## src/rtl/axi_pkg.sv

```systemverilog
// rtl/axi_pkg.sv - shared AXI encodings and read-master state type
package axi_pkg;

    localparam logic [1:0] AXI_BURST_INCR  = 2'b01;

    localparam logic [1:0] AXI_RESP_OKAY   = 2'b00;
    localparam logic [1:0] AXI_RESP_EXOKAY = 2'b01;
    localparam logic [1:0] AXI_RESP_SLVERR = 2'b10;
    localparam logic [1:0] AXI_RESP_DECERR = 2'b11;

    typedef enum logic [1:0] {
        ST_IDLE = 2'd0,
        ST_ADDR = 2'd1,
        ST_DATA = 2'd2
    } state_t;

endpackage

```

## src/rtl/axi_skid_buffer.sv

```systemverilog
// rtl/axi_skid_buffer.sv - 2-entry skid buffer with registered s_tready and m_tvalid
module axi_skid_buffer #(
    parameter int WIDTH = 35
) (
    input  logic             aclk,
    input  logic             areset,
    input  logic [WIDTH-1:0] s_tdata,
    input  logic             s_tvalid,
    output logic             s_tready,
    output logic [WIDTH-1:0] m_tdata,
    output logic             m_tvalid,
    input  logic             m_tready
);

    logic [WIDTH-1:0] skid_data;
    logic             skid_valid;
    logic             s_fire;
    logic             m_free;

    assign s_fire = s_tvalid && s_tready;
    assign m_free = !m_tvalid || m_tready;

    // The skid slot only fills when the output is stalled; s_tready is simply its inverse, registered.
    always_ff @(posedge aclk) begin
        if (areset) begin
            m_tvalid   <= 1'b0;
            m_tdata    <= '0;
            skid_valid <= 1'b0;
            skid_data  <= '0;
            s_tready   <= 1'b1;
        end else begin
            if (m_free) begin
                if (skid_valid) begin
                    m_tdata    <= skid_data;
                    m_tvalid   <= 1'b1;
                    skid_valid <= 1'b0;
                    s_tready   <= 1'b1;
                end else begin
                    m_tvalid <= s_fire;
                    if (s_fire) begin
                        m_tdata <= s_tdata;
                    end
                end
            end else if (s_fire) begin
                skid_data  <= s_tdata;
                skid_valid <= 1'b1;
                s_tready   <= 1'b0;
            end
        end
    end

endmodule

```

## src/rtl/axi_read_master.sv

```systemverilog
// rtl/axi_read_master.sv - AXI4 INCR read-burst master with buffered beat output and sticky checks
module axi_read_master
    import axi_pkg::*;
#(
    parameter int ADDRESS_WIDTH = 8,
    parameter int DATA_WIDTH    = 32,
    parameter int BEAT_SIZE     = 2
) (
    input  logic                     aclk,
    input  logic                     areset,
    input  logic                     req_valid,
    output logic                     req_ready,
    input  logic [ADDRESS_WIDTH-1:0] req_addr,
    input  logic [7:0]               req_len,
    output logic [ADDRESS_WIDTH-1:0] araddr,
    output logic [7:0]               arlen,
    output logic [2:0]               arsize,
    output logic [1:0]               arburst,
    output logic                     arvalid,
    input  logic                     arready,
    input  logic [DATA_WIDTH-1:0]    rdata,
    input  logic [1:0]               rresp,
    input  logic                     rlast,
    input  logic                     rvalid,
    output logic                     rready,
    output logic [DATA_WIDTH-1:0]    out_data,
    output logic [1:0]               out_resp,
    output logic                     out_last,
    output logic                     out_valid,
    input  logic                     out_ready,
    output logic                     busy,
    output logic                     resp_err,
    output logic                     last_err
);

    localparam int BUF_W = DATA_WIDTH + 3;

    state_t           state;
    state_t           state_next;
    logic [7:0]       beat_cnt;
    logic             beat_is_last;
    logic             req_fire;
    logic             ar_fire;
    logic             r_fire;
    logic             buf_s_tvalid;
    logic             buf_s_tready;
    logic [BUF_W-1:0] buf_s_tdata;
    logic [BUF_W-1:0] buf_m_tdata;
    logic             buf_m_tvalid;

    assign req_ready    = (state == ST_IDLE) && !areset;
    assign req_fire     = req_valid && req_ready;
    assign ar_fire      = arvalid && arready;
    assign rready       = (state == ST_DATA) && buf_s_tready;
    assign r_fire       = rvalid && rready;
    assign beat_is_last = (beat_cnt == arlen);

    assign arsize  = 3'(BEAT_SIZE);
    assign arburst = AXI_BURST_INCR;

    always_ff @(posedge aclk) begin
        if (areset) begin
            state <= ST_IDLE;
        end else begin
            state <= state_next;
        end
    end

    // The burst ends on our own beat count; the slave's rlast is only checked, never obeyed.
    always_comb begin
        state_next = state;
        case (state)
            ST_IDLE: if (req_fire) state_next = ST_ADDR;
            ST_ADDR: if (ar_fire) state_next = ST_DATA;
            ST_DATA: if (r_fire && beat_is_last) state_next = ST_IDLE;
            default: state_next = ST_IDLE;
        endcase
    end

    always_ff @(posedge aclk) begin
        if (areset) begin
            araddr   <= '0;
            arlen    <= '0;
            arvalid  <= 1'b0;
            beat_cnt <= '0;
            resp_err <= 1'b0;
            last_err <= 1'b0;
        end else begin
            if (req_fire) begin
                araddr   <= req_addr;
                arlen    <= req_len;
                arvalid  <= 1'b1;
                resp_err <= 1'b0;
                last_err <= 1'b0;
            end
            if (state == ST_ADDR && ar_fire) begin
                arvalid  <= 1'b0;
                beat_cnt <= '0;
            end
            if (r_fire) begin
                if (!beat_is_last) begin
                    beat_cnt <= beat_cnt + 8'd1;
                end
                if (rresp != AXI_RESP_OKAY) begin
                    resp_err <= 1'b1;
                end
                if (rlast != beat_is_last) begin
                    last_err <= 1'b1;
                end
            end
        end
    end

    assign buf_s_tvalid = rvalid && (state == ST_DATA);
    assign buf_s_tdata  = {rdata, rresp, beat_is_last};

    axi_skid_buffer #(
        .WIDTH(BUF_W)
    ) u_out_buf (
        .aclk    (aclk),
        .areset  (areset),
        .s_tdata (buf_s_tdata),
        .s_tvalid(buf_s_tvalid),
        .s_tready(buf_s_tready),
        .m_tdata (buf_m_tdata),
        .m_tvalid(buf_m_tvalid),
        .m_tready(out_ready)
    );

    assign out_data  = buf_m_tdata[BUF_W-1:3];
    assign out_resp  = buf_m_tdata[2:1];
    assign out_last  = buf_m_tdata[0];
    assign out_valid = buf_m_tvalid;

    // The skid slot can only be occupied while m_tvalid is high, so out_valid covers buffer occupancy.
    assign busy = (state != ST_IDLE) || buf_m_tvalid;

endmodule

```

## config.mk

```make
export PLATFORM = sky130hd
export DESIGN_NAME = axi_read_master
export DESIGN_NICKNAME = d
export VERILOG_FILES = /design/src/rtl/axi_pkg.sv /design/src/rtl/axi_skid_buffer.sv /design/src/rtl/axi_read_master.sv
export SDC_FILE = /design/constraint.sdc
export NUM_CORES = 1
export LEC_CHECK = 0
export CORE_MARGIN = 2
export CORE_UTILIZATION = 45
export CTS_BUF_LIST = sky130_fd_sc_hd__clkbuf_2 sky130_fd_sc_hd__clkbuf_4 sky130_fd_sc_hd__clkbuf_8
export CTS_CLUSTER_DIAMETER = 80
export DETAILED_ROUTE_END_ITERATION = 16
export PLACE_DENSITY_LB_ADDON = 0.12
export SYNTH_ARGS = -nofsm -noshare
export SYNTH_HDL_FRONTEND = slang
export SYNTH_SLANG_ARGS = --single-unit
export TNS_END_PERCENT = 1
```

## constraint.sdc

```tcl
create_clock -name aclk -period 2.1 [get_ports aclk]
set_clock_uncertainty 0.15 [all_clocks]
set_input_delay 0.42 -clock aclk [delete_from_list [all_inputs] [get_ports aclk]]
set_output_delay 0.42 -clock aclk [all_outputs]
set_load 0.02 [all_outputs]
```

# Word-level counts from Yosys, hierarchy flattened
# Index checks and enable logic that the tools add are counted.
# word_totals
reg_bits	102
elab_cells	65
# op_classes
add_sub_neg	1
eq_ne	8
muxes	19
n_bitwise	1
n_reduce_logical	24
# op_table
operator	n
two-way mux 35 bit	2
two-way mux 8 bit	3
two-way mux 1 bit	10
logical AND 1 bit	9
adder 8 x 1 -> 8 bit, second input constant	1
== test 8 bit	1
nonzero test 2 bit	4
two-way mux 2 bit	3
!= test 2 bit, second input constant	3
one-hot mux 2 bit (3 select lines)	1
AND reduction 2 bit	3
OR reduction 2 bit	2
AND reduction 3 bit	1
== test 2 x 1 -> 1 bit, second input constant	1
== test 2 bit, second input constant	1
logical NOT 1 bit	2
logical NOT 2 bit	1
logical OR 1 bit	2
!= test 2 x 1 -> 1 bit, second input constant	1
!= test 1 bit	1
inverter 1 bit	1

# Logic depth before layout (Yosys ltp)
# Gate-level depths: netlist of the first run.
# logic_depth
word_depth	6
mapped_depth	7
ltp_nobuf	4

# Cells and area by module
# From an unflattened synthesis of the first run, not the netlist that was laid out.
# hier_totals
cells_unflattened	485
hier_area_um2	4419.2
# modules_own_cells
mod	n_inst	cells_each	area_per_inst_um2	seq_area_each_um2
axi_skid_buffer	1	326	3080.5	1461.4
axi_read_master	1	159	1338.8	580.6

# Worst setup path before layout of the first run
# Ideal clock, no wire load.
# synth_path
path_type	input -> register
from	in areset
to	reg last_err
setup_ps	122
arrival_time_ps	1727
setup_slack_ps	101
stages	6
cell_sequence	clkbuf_1 nor3_1 and2_1 buf_2 nor3b_1 a311o_1
# synth_between
elab_chain_cells	6
# synth_rtl
element	line_no	text
start: declaration	axi_read_master.sv:10	input logic areset,
logical NOT 1 bit *	axi_read_master.sv:51	assign req_ready = (state == ST_IDLE) && !areset;
logical AND 1 bit *	axi_read_master.sv:51	
via req_ready	axi_read_master.sv:12	output logic req_ready,
logical AND 1 bit *	axi_read_master.sv:52	assign req_fire = req_valid && req_ready;
two-way mux 1 bit *	axi_read_master.sv:89	if (req_fire) begin
two-way mux 1 bit	axi_read_master.sv:107	if (rlast != beat_is_last) begin
two-way mux 1 bit *	axi_read_master.sv:100	if (r_fire) begin
end signal: assignment	axi_read_master.sv:87	last_err <= 1'b0;
end signal: assignment	axi_read_master.sv:94	last_err <= 1'b0;
end signal: assignment	axi_read_master.sv:108	last_err <= 1'b1;
end: declaration	axi_read_master.sv:33	output logic last_err
# The timed path passes the listed nets; every way through them passes the cells marked *.
# A chain may end at the register's enable or synchronous reset.

# Final worst setup path of the first run
# layout_path
from	reg state[0]
to	out busy
# layout_between
elab_chain_cells	2
# layout_rtl
element	line_no	text
start: declaration	axi_read_master.sv:38	state_t state;
start signal: assignment	axi_read_master.sv:65	state <= state_next;
nonzero test 2 bit	axi_read_master.sv:136	assign busy = (state != ST_IDLE) || buf_m_tvalid;
logical OR 1 bit	axi_read_master.sv:136	
end: declaration	axi_read_master.sv:31	output logic busy,
# No other way between the ends.

==> results of run 1 <==
how the worst max path moves through the flow:
stage	endpoint	slack (ns)	cells past startpoint
2_1_floorplan	last_err	0.10	6
3_5_place_dp	beat_cnt[5]	-0.12	5
3_3_place_gp	beat_cnt[3]	-0.04	5
5_1_grt	beat_cnt[5]	0.007	5
6_report	busy	0.06	2
4_1_cts	busy	0.05	2
registers in the layout (all words and copies together) (netlist names), 2 cells and up:
register             count
u_out_buf.m_tdata       35
state                    2
u_out_buf.skid_data     35
araddr                   8
beat_cnt                 8
arlen                    8
Yosys cell counts:
cell type  number  area (um^2)
buf_6           4         45.0
a211oi_1       35          263
nor2b_1         2         12.5
nand3b_1        1         7.51
clkbuf_2        1         5.00
xor2_1          8         70.1
buf_4           8         60.1
and2_1          1         6.26
clkbuf_1       10         37.5
inv_1           2         7.51
nand2b_1       26          163
or3_1           1         6.26
nor3_1          4         20.0
buf_1           1         3.75
conb_1          2         7.51
nor4_2          2         25.0
nand2_2         1         6.26
a311oi_2        1         15.0
o21a_1          1         7.51
a31oi_1         1         6.26
nor2_1         38          143
nand4b_1        1         8.76
nand4_1         4         25.0
nor3b_1         1         7.51
mux2i_1        42          420
a21oi_4         1         16.3
nand3_1         3         15.0
nor2_2          1         6.26
buf_2          18         90.1
and3_1          1         6.26
and4b_1         1         10.0
a21oi_1        46          230
nand4b_4        1         23.8
o21bai_1        1         7.51
ha_1            1         12.5
dfxtp_1       102         2040
a311o_1         2         20.0
nand2_1        96          360
o21ai_0        18         90.1
and4_1          1         8.76
critical path, delay by kind of cell (launching register included):
kind	cells	cell delay, ns
AND/OR/NAND/NOR	1	0.42
flip-flops	1	0.36
buffers and inverters	1	0.34
per-stage QoR:
step | utilization | instance area [um^2] | TNS, ns | hold WS [ns] | instances
2_1_floorplan | - | 4330 | 0 | 0.286 | 494
6_report | 0.625 | 5800 | 0 | 0.307 | 733
3_3_place_gp | 0.603 | 5600 | -0.256 | 0.291 | 717
3_5_place_dp | 0.603 | 5600 | -1.52 | 0.296 | 717
4_1_cts | 0.625 | 5800 | 0 | 0.309 | 733
5_1_grt | 0.625 | 5800 | 0 | 0.328 | 733
cell type report:
class / count / share of cell area
clock buffers: 10 / 0.0226
clock inverters: 6 / 0.0121
inverters: 2 / 0.00129
multi-input cells: 348 / 0.351
flip-flops and latches: 102 / 0.352
well taps: 129 / 0.0278
repair buffers: 136 / 0.232
power by group through the flow:
stage | clock, mW | sequential, mW | combinational [mW]
2_1_floorplan | 0 | 2.07 | 0.171
3_3_place_gp | 0 | 2.04 | 0.414
3_5_place_dp | 0 | 2.04 | 0.418
4_1_cts | 1.29 | 1.99 | 0.417
5_1_grt | 1.36 | 2.00 | 0.448
6_report | 1.26 | 1.99 | 0.415
layer usage:
metal | global-route usage | part of all wire | vias up
li1 | - | - | 1879
met1 | 0.243 | 0.46 | 1654
met2 | 0.308 | 0.45 | 106
met3 | 0.0540 | 0.069 | 18
met4 | 0.0759 | 0.021 | 0
met5 | 0 | 0 | -
cell families after synthesis:
group,count (synthesis),synth area share
and+or+nand+nor,186,0.199
xor gates and xnor gates,8,0.0162
DFF,102,0.473
other,2,0.00174
AOI/OAI and AO/OA,106,0.152
buffers and inverters,44,0.0577
muxes,42,0.0974
adders and majority gates,1,0.00290
==> impl_metrics.ini, run 1 <==
[pwr]
p_int_mw = 2.75
clockPowerShare = 0.343
p_sw_frac = 0.248
vdd_drop_max_uv = 376
cellLeakagePower_nw = 1.96
power.total_mw = 3.66
powerDensity_mw_per_mm2 = 632
p_comb_frac = 0.113
p_switching_mw = 0.910
seq_power_share = 0.544

[clocking]
cts_tree = built
cts-root-buf = clkbuf_8
postCtsSetupBuffers = 0
clkSinkCount = 102
cts_max_level = 3
postCtsHoldBufs = 0
numCtsBuffers = 9
clk_latency_ns = 0.36
cts_buffer_depth = 2
clkTransAtPathRegs_ns = 0.09
ctsResizeCount = 4

[sta]
max_clock_freq_mhz = 491
fin_crit_sh = 0.970
slew_headroom = 0.374
grt_setup_unrepaired = no
setup_violations = 0
worstMarginPinSlew_ns = 0.937
min_period_ns = 2.04
report.final.hold_viol_count = 0
worst_slack_ns = 0.0622
final_max_slew_viol_count = 0

[global_route]
grt_use_total = 0.191
grt_first_pass_wirelength_um = 16000
grt_remaining_overflow = 0
grt_max_degree = 65
grt_pass1_vias = 3480
antenna_found_initial = 0

[routing]
drt_wl_total_um = 9820
vias_per_cell = 4.99
drc = 0
num_vias = 3657
drt_iter0_drc = 154
final_antenna_net_count = 0
routedWlPerCell_um = 13.4
drt_pre_antenna_iters = 4

[logic_synthesis]
synth_area_mm2 = 0.00432
synth_area_per_cell_um2 = 8.79
synth-seq-cells = 102
yosysSeqAreaShare = 0.473
synthesis.instances = 491
yosys_warnings = 0
yosysUniqueCellTypes = 40

[job]
max_cap_violations = 0

[place]
io_buffers = 114
place_congestion = 0.839
pre_cts_slack_ns = -0.115
hpwl_um = 6700

[hold_path]
min_from = u_out_buf.skid_data[16]
holdPathStages = 2
hp-class = register to register
min_delay_worst_endpoint = u_out_buf.skid_data[16]

[die]
die_w_um = 102
coreArea_mm2 = 0.00928
initial_utilization = 0.465
row_count = 35
io_pins = 120
dieArea_mm2 = 0.0104
die_h_um = 102

[worst_setup_path]
reg2reg_setup_slack_ns = 0.30
max_stage_delay_ns = 0.42
r2r-end = beat_cnt[5]
worst_setup_path_start_kind = register
r2r_cells = 4
reg2reg_from = state[1]
crit_chain = or3_1, dlygate4sd2_1
critPathRequiredTime_ns = 1.53
crit_type = register to output pin
crit_path_start = state[0]
crit_path_max_fanout = 6
critical_path_arrival_ns = 1.47
crit_slowest_cell = or3_1
critPathCaptureType = output pin

[cells_and_area]
antenna_cells = 0
nets = 657
area_growth_pct = 34.3
multiInputGateArea_mm2 = 0.00204
final_common_cell = clkdlybuf4s50_1
final_cell_mix = 110 x clkdlybuf4s50_1, 100 x dfxtp_1, 96 x nand2_1, 46 x a21oi_1, 42 x mux2i_1
seq_area_mm2 = 0.00204
drive_gt1_frac = 0.0795
fillerInstances = 834

[run_status]
status = finished clean
No activity file was read; power rests on OpenSTA's default activity.
==> inputs of run 2 (changes only) <==
Settings changed: ABC_AREA from default to 1, MAX_ROUTING_LAYER from default to met4.
==> impl_metrics.ini, run 2 <==
[run_status]
status = finished clean

[cells_and_area]
fillerInstances = 863
final_cell_mix = 118 x nand2_1, 111 x clkdlybuf4s50_1, 101 x dfxtp_1, 83 x nor2_1, 79 x o21ai_0
antenna_cells = 0
drive_gt1_frac = 0.0647
nets = 748
seq_area_mm2 = 0.00204
multiInputGateArea_mm2 = 0.00190
final_util = 0.625
area_growth_pct = 33.5
final_common_cell = nand2_1
fin_area_mm2 = 0.00580
top_regs = u_out_buf.m_tdata: 35 flops, u_out_buf.skid_data: 35 flops

[worst_setup_path]
r2r-end = beat_cnt[1]
crit_slowest_cell = clkdlybuf4s50_1
reg2reg_from = arlen[6]
r2r_cells = 8
reg2reg_setup_slack_ns = 0.44
max_stage_delay_ns = 0.63
crit_path_max_fanout = 3
worst_setup_path_start_kind = register
critical_path_arrival_ns = 1.41
crit_type = register to output pin
cp_num_buf_inv = 1
critPathCaptureType = output pin
critPathRequiredTime_ns = 1.53
crit_family = buffers and inverters
crit_chain = clkdlybuf4s50_1

[routing]
drc = 0
drt_wl_total_um = 10400
vias_per_cell = 4.90
num_vias = 4035
drt_iter0_drc = 118
routedWlPerCell_um = 12.6
drt_pre_antenna_iters = 5
final_antenna_net_count = 0

[pwr]
vdd_drop_max_uv = 413
cellLeakagePower_nw = 2.50
powerDensity_mw_per_mm2 = 633

[logic_synthesis]
synthTopCellsByArea = dfxtp_1 47%, nand2_1 10%, o21ai_0 9.1%
yosys_warnings = 0
synth_most_common_cell = nand2_1
synthesis.instances = 588
yosysSeqAreaShare = 0.470
async_flop_share = 0
post-synth-top-area-fraction = 0.470
synthTopCellsByCount = 118 x nand2_1, 102 x dfxtp_1, 83 x nor2_1
synth_area_per_cell_um2 = 7.39
synth_edf_count = 0
synth_flop_cell = dfxtp_1
synth-seq-cells = 102
yosysUniqueCellTypes = 32
yosys.area.top_type = dfxtp_1
synth_area_mm2 = 0.00435

[global_route]
grt_max_degree = 57
antenna_found_initial = 0
grt_first_pass_wirelength_um = 17000
grt_remaining_overflow = 0
grt_use_total = 0.211
grt_pass1_vias = 3712

[hold_path]
min_delay_worst_endpoint = araddr[5]
hp-class = register to register
min_from = araddr[5]
holdPathStages = 2

[sta]
setup_violations = 0
worst_slack_ns = 0.118
report.final.hold_viol_count = 0
hold_ws_ns = 0.317
fin_crit_sh = 0.944
max_clock_freq_mhz = 505
final_max_slew_viol_count = 0
grt_setup_unrepaired = no
min_period_ns = 1.98

[clocking]
postCtsHoldBufs = 0
cts_tree = built
clkSinkCount = 102
cts_max_level = 3
cts_buffer_depth = 2
postCtsSetupBuffers = 0
numCtsBuffers = 9
cts-root-buf = clkbuf_8
clk_latency_ns = 0.37
clkTransAtPathRegs_ns = 0.10
ctsResizeCount = 2

[place]
io_buffers = 114
hpwl_um = 7240
pre_cts_slack_ns = -0.170
place_congestion = 0.851
dpl_cell_area_mm2 = 0.00561

[die]
dieArea_mm2 = 0.0105
coreArea_mm2 = 0.00928
die_w_um = 102
die_h_um = 102
io_pins = 120
initial_utilization = 0.468
row_count = 35

[job]
max_cap_violations = 0
## run 2: worst reg2reg max path: cells and delay by family, from the launching register on
kind | cells | cell delay, ns
AOI/OAI and AO/OA | 1 | 0.08
xor gates and xnor gates | 1 | 0.14
DFF | 1 | 0.41
and+or+nand+nor | 6 | 0.79
## run 2: where the power goes
part	internal, mW	switching, mW
clock network	0.563	0.660
logic	0.226	0.229
registers	1.97	0.0261
total	2.76	0.916
## run 2: worst max path at each step
stage | from | to | cells past startpoint | slack [ns]
after floorplan | areset | arlen[4] | 6 | 0.14
after CTS | state[1] | busy | 3 | 0.03
after global routing | arlen[6] | arlen[6] | 1 | 0.06
after global placement | areset | req_ready | 3 | -0.13
after detailed placement | areset | req_ready | 3 | -0.17
final | arlen[6] | arlen[6] | 1 | 0.12
## run 2: metal layers
metal	up-vias	global-route usage	routed length, um
met2	123	0.345	4940
met3	12	0.0397	608
li1	2083	-	-
met1	1817	0.264	4650
met5	-	-	0
met4	0	0.0667	172
## run 2: kinds of logic after synthesis
| kind of cell | Yosys count | synth area share |
|---|---|---|
| and+or+nand+nor | 253 | 0.245 |
| other | 2 | 0.00173 |
| adders and majority gates | 1 | 0.00288 |
| DFF | 102 | 0.470 |
| xor gates and xnor gates | 4 | 0.00806 |
| AOI/OAI and AO/OA | 139 | 0.178 |
| buffers and inverters | 87 | 0.0947 |
## run 2: metrics by stage
stage | instances | setup TNS [ns] | total power, mW
after floorplan | 591 | 0 | 2.27
after global placement | 808 | -0.132 | 2.50
after detailed placement | 808 | -0.170 | 2.50
after CTS | 824 | 0 | 3.72
after global routing | 824 | 0 | 3.84
final | 824 | 0 | 3.68
## run 2: area by class of cell
class / instances / share of cell area
Sequential cell: 102 / 0.352
Clock inverter: 6 / 0.0106
Tap cell: 129 / 0.0278
Inverter: 46 / 0.0300
Timing Repair Buffer: 129 / 0.229
Clock buffer: 10 / 0.0226
Multi-Input combinational cell: 402 / 0.328
